`config.mk`:
```
export PLATFORM = sky130hd
export DESIGN_NAME = control_pipe
export DESIGN_NICKNAME = d
export VERILOG_FILES = /design/src/rtl/control_pipe.sv
export SDC_FILE = /design/constraint.sdc
export NUM_CORES = 1
export LEC_CHECK = 0
export CAP_MARGIN = 20
export CORE_ASPECT_RATIO = 1.25
export CORE_MARGIN = 1.5
export CORE_UTILIZATION = 40
export CTS_BUF_LIST = sky130_fd_sc_hd__clkbuf_8
export CTS_CLUSTER_SIZE = 16
export DETAILED_ROUTE_END_ITERATION = 16
export PLACE_DENSITY = 0.68
export SETUP_SLACK_MARGIN = 0.3
export SYNTH_ARGS = -nofsm -noshare
export SYNTH_HDL_FRONTEND = slang
export SYNTH_SLANG_ARGS = --single-unit
```
`constraint.sdc`:
```
create_clock -name clock -period 3.8 [get_ports clock]
set_clock_uncertainty 0.2 [all_clocks]
set_input_delay 1.14 -clock clock [delete_from_list [all_inputs] [get_ports clock]]
set_output_delay 1.14 -clock clock [all_outputs]
set_load 0.03 [all_outputs]
```
`src/rtl/control_pipe.sv`:
```
// MIPS-I style ID-stage control: instruction decode, EX control register,
// next-PC selection and a multi-cycle multiply/divide occupancy FSM.
module control_pipe #(
    parameter int ALUOP_WIDTH = 5,
    parameter int MUL_LAT     = 4,
    parameter int DIV_LAT     = 32,
    parameter int DELAY_SLOT  = 1
) (
    input  logic                   clock,
    input  logic                   reset,
    input  logic                   ID_Valid,
    input  logic                   ID_Stall,
    input  logic [5:0]             OpCode,
    input  logic [5:0]             Func,
    input  logic                   Comp_EQ,
    output logic [1:0]             PCSrcSel,
    output logic                   IF_Flush,
    output logic                   Stall_Out,
    output logic                   EX_Valid,
    output logic [10:0]            EX_Ctrl,
    output logic [ALUOP_WIDTH-1:0] EX_ALUOp,
    output logic                   MD_Start,
    output logic                   Busy,
    output logic                   HiLo_Write,
    output logic                   Illegal
);

    localparam int MAX_LAT = (MUL_LAT > DIV_LAT) ? MUL_LAT : DIV_LAT;
    localparam int CNT_W   = $clog2(MAX_LAT + 1);
    localparam logic [CNT_W-1:0] MUL_CNT = CNT_W'(MUL_LAT - 1);
    localparam logic [CNT_W-1:0] DIV_CNT = CNT_W'(DIV_LAT - 1);

    localparam int C_REGWRITE = 0;
    localparam int C_MEMREAD  = 1;
    localparam int C_MEMWRITE = 2;
    localparam int C_MEMTOREG = 3;
    localparam int C_REGDEST  = 4;
    localparam int C_ALUSRC   = 5;
    localparam int C_LINK     = 6;
    localparam int C_MEMBYTE  = 7;
    localparam int C_MEMHALF  = 8;
    localparam int C_MEMSEXT  = 9;
    localparam int C_SIGNEXT  = 10;

    localparam logic [ALUOP_WIDTH-1:0] OP_NOP   = ALUOP_WIDTH'(0);
    localparam logic [ALUOP_WIDTH-1:0] OP_ADD   = ALUOP_WIDTH'(1);
    localparam logic [ALUOP_WIDTH-1:0] OP_ADDU  = ALUOP_WIDTH'(2);
    localparam logic [ALUOP_WIDTH-1:0] OP_SUB   = ALUOP_WIDTH'(3);
    localparam logic [ALUOP_WIDTH-1:0] OP_SUBU  = ALUOP_WIDTH'(4);
    localparam logic [ALUOP_WIDTH-1:0] OP_AND   = ALUOP_WIDTH'(5);
    localparam logic [ALUOP_WIDTH-1:0] OP_OR    = ALUOP_WIDTH'(6);
    localparam logic [ALUOP_WIDTH-1:0] OP_XOR   = ALUOP_WIDTH'(7);
    localparam logic [ALUOP_WIDTH-1:0] OP_NOR   = ALUOP_WIDTH'(8);
    localparam logic [ALUOP_WIDTH-1:0] OP_SLT   = ALUOP_WIDTH'(9);
    localparam logic [ALUOP_WIDTH-1:0] OP_SLTU  = ALUOP_WIDTH'(10);
    localparam logic [ALUOP_WIDTH-1:0] OP_SLL   = ALUOP_WIDTH'(11);
    localparam logic [ALUOP_WIDTH-1:0] OP_SRL   = ALUOP_WIDTH'(12);
    localparam logic [ALUOP_WIDTH-1:0] OP_LUI   = ALUOP_WIDTH'(13);
    localparam logic [ALUOP_WIDTH-1:0] OP_MULT  = ALUOP_WIDTH'(14);
    localparam logic [ALUOP_WIDTH-1:0] OP_MULTU = ALUOP_WIDTH'(15);
    localparam logic [ALUOP_WIDTH-1:0] OP_DIV   = ALUOP_WIDTH'(16);
    localparam logic [ALUOP_WIDTH-1:0] OP_DIVU  = ALUOP_WIDTH'(17);
    localparam logic [ALUOP_WIDTH-1:0] OP_MFHI  = ALUOP_WIDTH'(18);
    localparam logic [ALUOP_WIDTH-1:0] OP_MFLO  = ALUOP_WIDTH'(19);

    typedef enum logic {IDLE, BUSY} state_t;

    state_t                   state_q, state_d;
    logic [CNT_W-1:0]         cnt_q, cnt_d;
    logic                     ex_valid_q, ex_valid_d;
    logic [10:0]              ex_ctrl_q, ex_ctrl_d;
    logic [ALUOP_WIDTH-1:0]   ex_aluop_q, ex_aluop_d;
    logic                     md_start_q, md_start_d;
    logic                     hilo_write_q, hilo_write_d;
    logic                     illegal_q, illegal_d;

    logic [10:0]              ctrl_dec;
    logic [ALUOP_WIDTH-1:0]   aluop_dec;
    logic dec_ok, zero_ext, is_md, is_div, is_mf, is_beq, is_bne, is_jump, is_jr;
    logic busy, go, issue;
    logic [1:0] pc_sel;

    always_comb begin
        ctrl_dec  = '0;
        aluop_dec = OP_NOP;
        dec_ok    = 1'b1;
        zero_ext  = 1'b0;
        is_md     = 1'b0;
        is_div    = 1'b0;
        is_mf     = 1'b0;
        is_beq    = 1'b0;
        is_bne    = 1'b0;
        is_jump   = 1'b0;
        is_jr     = 1'b0;
        case (OpCode)
            6'h00: begin
                ctrl_dec[C_REGWRITE] = 1'b1;
                ctrl_dec[C_REGDEST]  = 1'b1;
                case (Func)
                    6'h20: aluop_dec = OP_ADD;
                    6'h21: aluop_dec = OP_ADDU;
                    6'h22: aluop_dec = OP_SUB;
                    6'h23: aluop_dec = OP_SUBU;
                    6'h24: aluop_dec = OP_AND;
                    6'h25: aluop_dec = OP_OR;
                    6'h26: aluop_dec = OP_XOR;
                    6'h27: aluop_dec = OP_NOR;
                    6'h2A: aluop_dec = OP_SLT;
                    6'h2B: aluop_dec = OP_SLTU;
                    6'h00: aluop_dec = OP_SLL;
                    6'h02: aluop_dec = OP_SRL;
                    6'h10: begin aluop_dec = OP_MFHI; is_mf = 1'b1; end
                    6'h12: begin aluop_dec = OP_MFLO; is_mf = 1'b1; end
                    6'h08: begin
                        is_jr    = 1'b1;
                        ctrl_dec = '0;
                    end
                    6'h18, 6'h19, 6'h1A, 6'h1B: begin
                        is_md    = 1'b1;
                        is_div   = Func[1];
                        ctrl_dec = '0;
                        case (Func[1:0])
                            2'b00:   aluop_dec = OP_MULT;
                            2'b01:   aluop_dec = OP_MULTU;
                            2'b10:   aluop_dec = OP_DIV;
                            default: aluop_dec = OP_DIVU;
                        endcase
                    end
                    default: dec_ok = 1'b0;
                endcase
            end
            6'h08: begin ctrl_dec[C_REGWRITE] = 1'b1; ctrl_dec[C_ALUSRC] = 1'b1; aluop_dec = OP_ADD;  end
            6'h09: begin ctrl_dec[C_REGWRITE] = 1'b1; ctrl_dec[C_ALUSRC] = 1'b1; aluop_dec = OP_ADDU; end
            6'h0A: begin ctrl_dec[C_REGWRITE] = 1'b1; ctrl_dec[C_ALUSRC] = 1'b1; aluop_dec = OP_SLT;  end
            6'h0B: begin ctrl_dec[C_REGWRITE] = 1'b1; ctrl_dec[C_ALUSRC] = 1'b1; aluop_dec = OP_SLTU; end
            6'h0C: begin ctrl_dec[C_REGWRITE] = 1'b1; ctrl_dec[C_ALUSRC] = 1'b1; aluop_dec = OP_AND; zero_ext = 1'b1; end
            6'h0D: begin ctrl_dec[C_REGWRITE] = 1'b1; ctrl_dec[C_ALUSRC] = 1'b1; aluop_dec = OP_OR;  zero_ext = 1'b1; end
            6'h0E: begin ctrl_dec[C_REGWRITE] = 1'b1; ctrl_dec[C_ALUSRC] = 1'b1; aluop_dec = OP_XOR; zero_ext = 1'b1; end
            6'h0F: begin ctrl_dec[C_REGWRITE] = 1'b1; ctrl_dec[C_ALUSRC] = 1'b1; aluop_dec = OP_LUI;  end
            // Loads: OpCode[1:0] picks width (00 byte, 01 half, 11 word), OpCode[2] marks unsigned.
            6'h20, 6'h21, 6'h23, 6'h24, 6'h25: begin
                ctrl_dec[C_REGWRITE] = 1'b1;
                ctrl_dec[C_MEMREAD]  = 1'b1;
                ctrl_dec[C_MEMTOREG] = 1'b1;
                ctrl_dec[C_ALUSRC]   = 1'b1;
                ctrl_dec[C_MEMBYTE]  = (OpCode[1:0] == 2'b00);
                ctrl_dec[C_MEMHALF]  = (OpCode[1:0] == 2'b01);
                ctrl_dec[C_MEMSEXT]  = !OpCode[2] && !OpCode[1];
                aluop_dec            = OP_ADDU;
            end
            6'h28, 6'h29, 6'h2B: begin
                ctrl_dec[C_MEMWRITE] = 1'b1;
                ctrl_dec[C_ALUSRC]   = 1'b1;
                ctrl_dec[C_MEMBYTE]  = (OpCode[1:0] == 2'b00);
                ctrl_dec[C_MEMHALF]  = (OpCode[1:0] == 2'b01);
                aluop_dec            = OP_ADDU;
            end
            6'h04: begin is_beq = 1'b1; aluop_dec = OP_SUBU; end
            6'h05: begin is_bne = 1'b1; aluop_dec = OP_SUBU; end
            6'h02: is_jump = 1'b1;
            6'h03: begin
                is_jump              = 1'b1;
                ctrl_dec[C_REGWRITE] = 1'b1;
                ctrl_dec[C_LINK]     = 1'b1;
                aluop_dec            = OP_ADDU;
            end
            default: dec_ok = 1'b0;
        endcase
        if (dec_ok) begin
            ctrl_dec[C_SIGNEXT] = !zero_ext;
        end else begin
            ctrl_dec  = '0;
            aluop_dec = OP_NOP;
        end
    end

    assign busy      = (state_q == BUSY);
    assign Stall_Out = ID_Valid && busy && (is_md || is_mf);
    assign go        = ID_Valid && !(ID_Stall || Stall_Out);
    assign issue     = go && dec_ok;

    always_comb begin
        pc_sel = 2'b00;
        if (go) begin
            if ((is_beq && Comp_EQ) || (is_bne && !Comp_EQ)) pc_sel = 2'b01;
            else if (is_jump)                                 pc_sel = 2'b10;
            else if (is_jr)                                   pc_sel = 2'b11;
        end
    end

    assign PCSrcSel = pc_sel;
    assign IF_Flush = (DELAY_SLOT == 0) && (pc_sel != 2'b00);

    // Only one multiply/divide can be in flight: new ones stall while BUSY.
    always_comb begin
        state_d      = state_q;
        cnt_d        = cnt_q;
        md_start_d   = 1'b0;
        hilo_write_d = 1'b0;
        case (state_q)
            IDLE: begin
                if (issue && is_md) begin
                    state_d    = BUSY;
                    cnt_d      = is_div ? DIV_CNT : MUL_CNT;
                    md_start_d = 1'b1;
                end
            end
            BUSY: begin
                if (cnt_q == '0) begin
                    hilo_write_d = 1'b1;
                    state_d      = IDLE;
                end else begin
                    cnt_d = cnt_q - CNT_W'(1);
                end
            end
            default: state_d = IDLE;
        endcase
    end

    always_comb begin
        ex_valid_d = issue;
        ex_ctrl_d  = issue ? ctrl_dec : '0;
        ex_aluop_d = issue ? aluop_dec : OP_NOP;
        illegal_d  = go && !dec_ok;
    end

    always_ff @(posedge clock or posedge reset) begin
        if (reset) begin
            state_q      <= IDLE;
            cnt_q        <= '0;
            ex_valid_q   <= 1'b0;
            ex_ctrl_q    <= '0;
            ex_aluop_q   <= '0;
            md_start_q   <= 1'b0;
            hilo_write_q <= 1'b0;
            illegal_q    <= 1'b0;
        end else begin
            state_q      <= state_d;
            cnt_q        <= cnt_d;
            ex_valid_q   <= ex_valid_d;
            ex_ctrl_q    <= ex_ctrl_d;
            ex_aluop_q   <= ex_aluop_d;
            md_start_q   <= md_start_d;
            hilo_write_q <= hilo_write_d;
            illegal_q    <= illegal_d;
        end
    end

    assign EX_Valid   = ex_valid_q;
    assign EX_Ctrl    = ex_ctrl_q;
    assign EX_ALUOp   = ex_aluop_q;
    assign MD_Start   = md_start_q;
    assign Busy       = busy;
    assign HiLo_Write = hilo_write_q;
    assign Illegal    = illegal_q;

endmodule

```
==> run summary <==
The flow ran to the end, and the final reports show no timing, DRC or antenna violations. The deepest level of the CTS H-tree came out at 1. After detailed routing, the average wire length per cell comes to 14.0 um.

The finished cells cover 2450 um2. The die span in y is 76.1 um. Post-detailed-routing wire length: 4.30 mm. The number of placed cells counting well taps was 300.

In this run, synthesis produced a sequential element count of 26. Count of pins over their slew limit: 0. The worst hold path belongs to the class flop to flop. The via count of the routed design is 1626. After synthesis, the netlist uses 54 different library cells. The number of I/O port buffers is 40, and the final critical-path share of the clock period is 0.985. Setup repair after global routing could not meet its margin everywhere. For this run, the leading register cell type out of synthesis is dfrtp_1. The synthesized design contains 0 enable-type register cells. The tools report the residual antenna-violating net count after detailed routing as 0. STA puts the critical path data arrival time at 2.40 ns.

The number of clock sinks is 26. The share of the synthesized area in the top cell type is 0.381. The via count of the first global-routing pass came out at 1537. Static timing analysis puts the maximum clock frequency at 0.267 GHz. The tools report the leakage dissipation as 1.02 nW. On the final layout, the worst hold slack is 0.293 ns. The post-synthesis sequential area ratio is 0.381.

The insertion delay of the later-clocked pin in the worst-skew pair was 0.26 ns; the total power density per cell area was 266 nW/um2. Largest net degree at the start of global routing: 27. The cell count after synthesis is 191, and the number of rows in the core area is 26.

TritonCTS created 3 clock buffers. The wire length of the first global-routing pass came out at 7.11 mm. The library cells used most frequently in the layout, excluding fill and tap cells, are buf_4, dfrtp_1, clkdlybuf4s50_1. The finished layout holds 306 standard cells, fillers aside.

The startpoint type of the worst setup path is an input pin. The tools report the data required time at the worst endpoint as 2.46 ns. The combined global-route utilization of all metal layers was 0.194. Placeable core region: 4100 um2.

The run gives 0 as the number of max-cap violations. Start-to-end type of the worst setup path: input pin to primary output. Averaged over all synthesized cells, the footprint is 8.94 um2. The beginning of the worst hold path is cnt_q[0]. The post-synthesis async set-or-reset flop share works out to 1.00. The worst-case IR drop observed on VDD is 0.000157 V.

Critical path endpoint category: a primary output. The most critical setup path has its startpoint at OpCode[4]. The Yosys step of the flow raised 0 warnings. The cell type group with the largest total delay on the critical path is simple AND/OR/NAND/NOR gates. The top fanout value on the critical path is 2. The pre-antenna-repair detailed-routing pass consisted of 4 iterations. By instance count, the cell type seen most on the critical path is buf_6. When the netlist entered floorplanning its net count stood at 209. In this run the horizontal extent of the chip is 61.4 um.

The HPWL after detailed placement is 3.40 mm, and the count of buffering cells on the critical path with inverters included is 3. The tools report the clock tree buffer depth as 2. The number of antenna diodes in the final layout is 0.

Critical register-to-register path startpoint: cnt_q[0]. Dominant cell type by area after synthesis: dfrtp_1. Yosys attributes the largest share of cell area to dfrtp_1, a21oi_1, nand2b_1.

The via density per instance came out at 5.31. The end-of-flow core utilization is 0.598, and the minimum clock period after layout is 3.74 ns. Leaving out fill and tap cells, the most frequent cell in the layout is buf_4. Clock-pin slew was measured on the worst setup and hold paths at 0.08 ns. Routability-driven placement congestion ratio: 0.868. The cell area after placement was 2340 um2; the count of nets after finishing was 269.

The total negative setup slack was 0 ns. At the pin with the least slew margin, the transition time is 0.918 ns. In this run, the number of DRC markers left after iteration 0 of detailed routing was 68.

After detailed routing, the number of remaining DRC violations is 0. The worst max-slew margin expressed relative to the limit came out at 0.388. The run gives -0.718 ns as the pre-CTS setup slack.

The die covers 4670 um2. TritonCTS built the clock tree. After filler insertion, the fill cell instance count of the layout stands at 389. For this design, the CTS-stage hold fixing added 0 buffers. The highest cell delay on the worst timing path came out at 0.55 ns. The tools report the hold violation total from the final report as 0.

CTS placed an instance of clkbuf_8 at the clock tree root. The signal on the critical path passes through buf_6, or4_4, nor3_4, buf_6, and4_4, buf_6. The worst path meets setup with 0.0570 ns of slack. The slowest stage of the critical path is the or4_4 cell.

Pin placement for this block handled 42 I/O pins. Total power after layout: 0.651 mW. The effective utilization at floorplan came out at 0.417. The fraction of final layout cells sized beyond drive strength 1 is 0.260, and the initial antenna violation count is 0.

The setup-violating endpoint count in the final report was 0; the signed area change from the synthesized netlist to the final layout was 43.4%. The total standard cell area after synthesis is 1710 um2, and the leftover overflow at the end of global routing is 0.
-- kinds of logic (layout without fill, tap and decap cells) --
group | Yosys count | count (layout) | synth area share
compound gates | 58 | 58 | 0.240
xor+xnor | 1 | 1 | 0.00513
fa+ha+maj | 1 | 1 | 0.00732
buf+inv | 25 | 84 | 0.0659
flops | 26 | 26 | 0.381
mux | 4 | 4 | 0.0249
other cells | 1 | 1 | 0.00220
simple gates | 75 | 75 | 0.274
-- power breakdown --
part	switching, mW	internal (mW)
combinational	0.0922	0.0771
clock	0.0753	0.0922
sequential	0.0200	0.295
total	0.188	0.464
-- final timing paths --
| check | to | slack (ns) | depth (start not counted) |
|---|---|---|---|
| setup / recovery | Stall_Out | 0.06 | 6 |
| hold / removal | cnt_q[0] | 0.29 | 1 |
| setup reg to reg | cnt_q[5] | 1.79 | 7 |
| hold reg to reg | cnt_q[0] | 0.29 | 1 |
| max in group asynchronous | EX_Ctrl[5] | 1.65 | 2 |
| min in group asynchronous | MD_Start | 1.18 | 2 |
-- state kept, by name (all words and copies together), names as in the netlist --
name,cells
EX_Ctrl,10
cnt_q,6
EX_ALUOp,5
Busy,1
EX_Valid,1
HiLo_Write,1
Illegal,1
MD_Start,1
-- worst reg2reg max path: stages (launching register included) --
cell and delay, ns:
dfrtp_1 0.41, inv_1 0.07, ha_1 0.16, nand2b_1 0.10
o41a_1 0.38, or2_2 0.36, nand4_1 0.10, o221ai_1 0.11
-- cell usage after synthesis, types with 2 or more instances --
library cell	number
clkbuf_1	10
nor2b_1	9
a31oi_1	5
a211oi_1	2
mux2i_1	2
nor4_4	2
o41ai_1	3
o41a_1	2
nor3_1	8
o211ai_1	4
nor3b_1	3
nand2b_1	10
o21ai_0	9
nor4b_1	2
buf_4	2
buf_2	2
mux2_2	2
inv_1	8
a21oi_1	18
nand2_1	9
a2111oi_2	2
nor4_1	2
dfrtp_1	26
nor2_1	14
o22ai_1	2
or3_1	4
nand4_1	2
-- routing by layer --
layer / part of all wire / wire [um] / up-vias / GRT usage
met3: 0.033 / 143 / 2 / 0.0170
met1: 0.43 / 1840 / 761 / 0.259
met4: 0.0072 / 31 / 0 / 0.0426
met5: 0 / 0 / - / 0
met2: 0.53 / 2280 / 40 / 0.332
li1: - / - / 823 / -
-- final cells by class --
class                   count  area (um2)  area share
clock buffers               4        55.1      0.0225
inverters                   8        30.0      0.0123
multi-input cells         140        1010       0.413
flip-flops and latches     26         651       0.266
well taps                  56        70.1      0.0286
repair buffers             72         633       0.258
-- repair_timing --
action | 4_1_cts | 5_1_grt
setup buffers | 2 | 0
pin swaps | 5 | 2
gates cloned | 0 | 0
gates resized for setup | 42 | 12
endpoints found under the setup margin | 3 | 3
(Power assumes the default switching activity.)
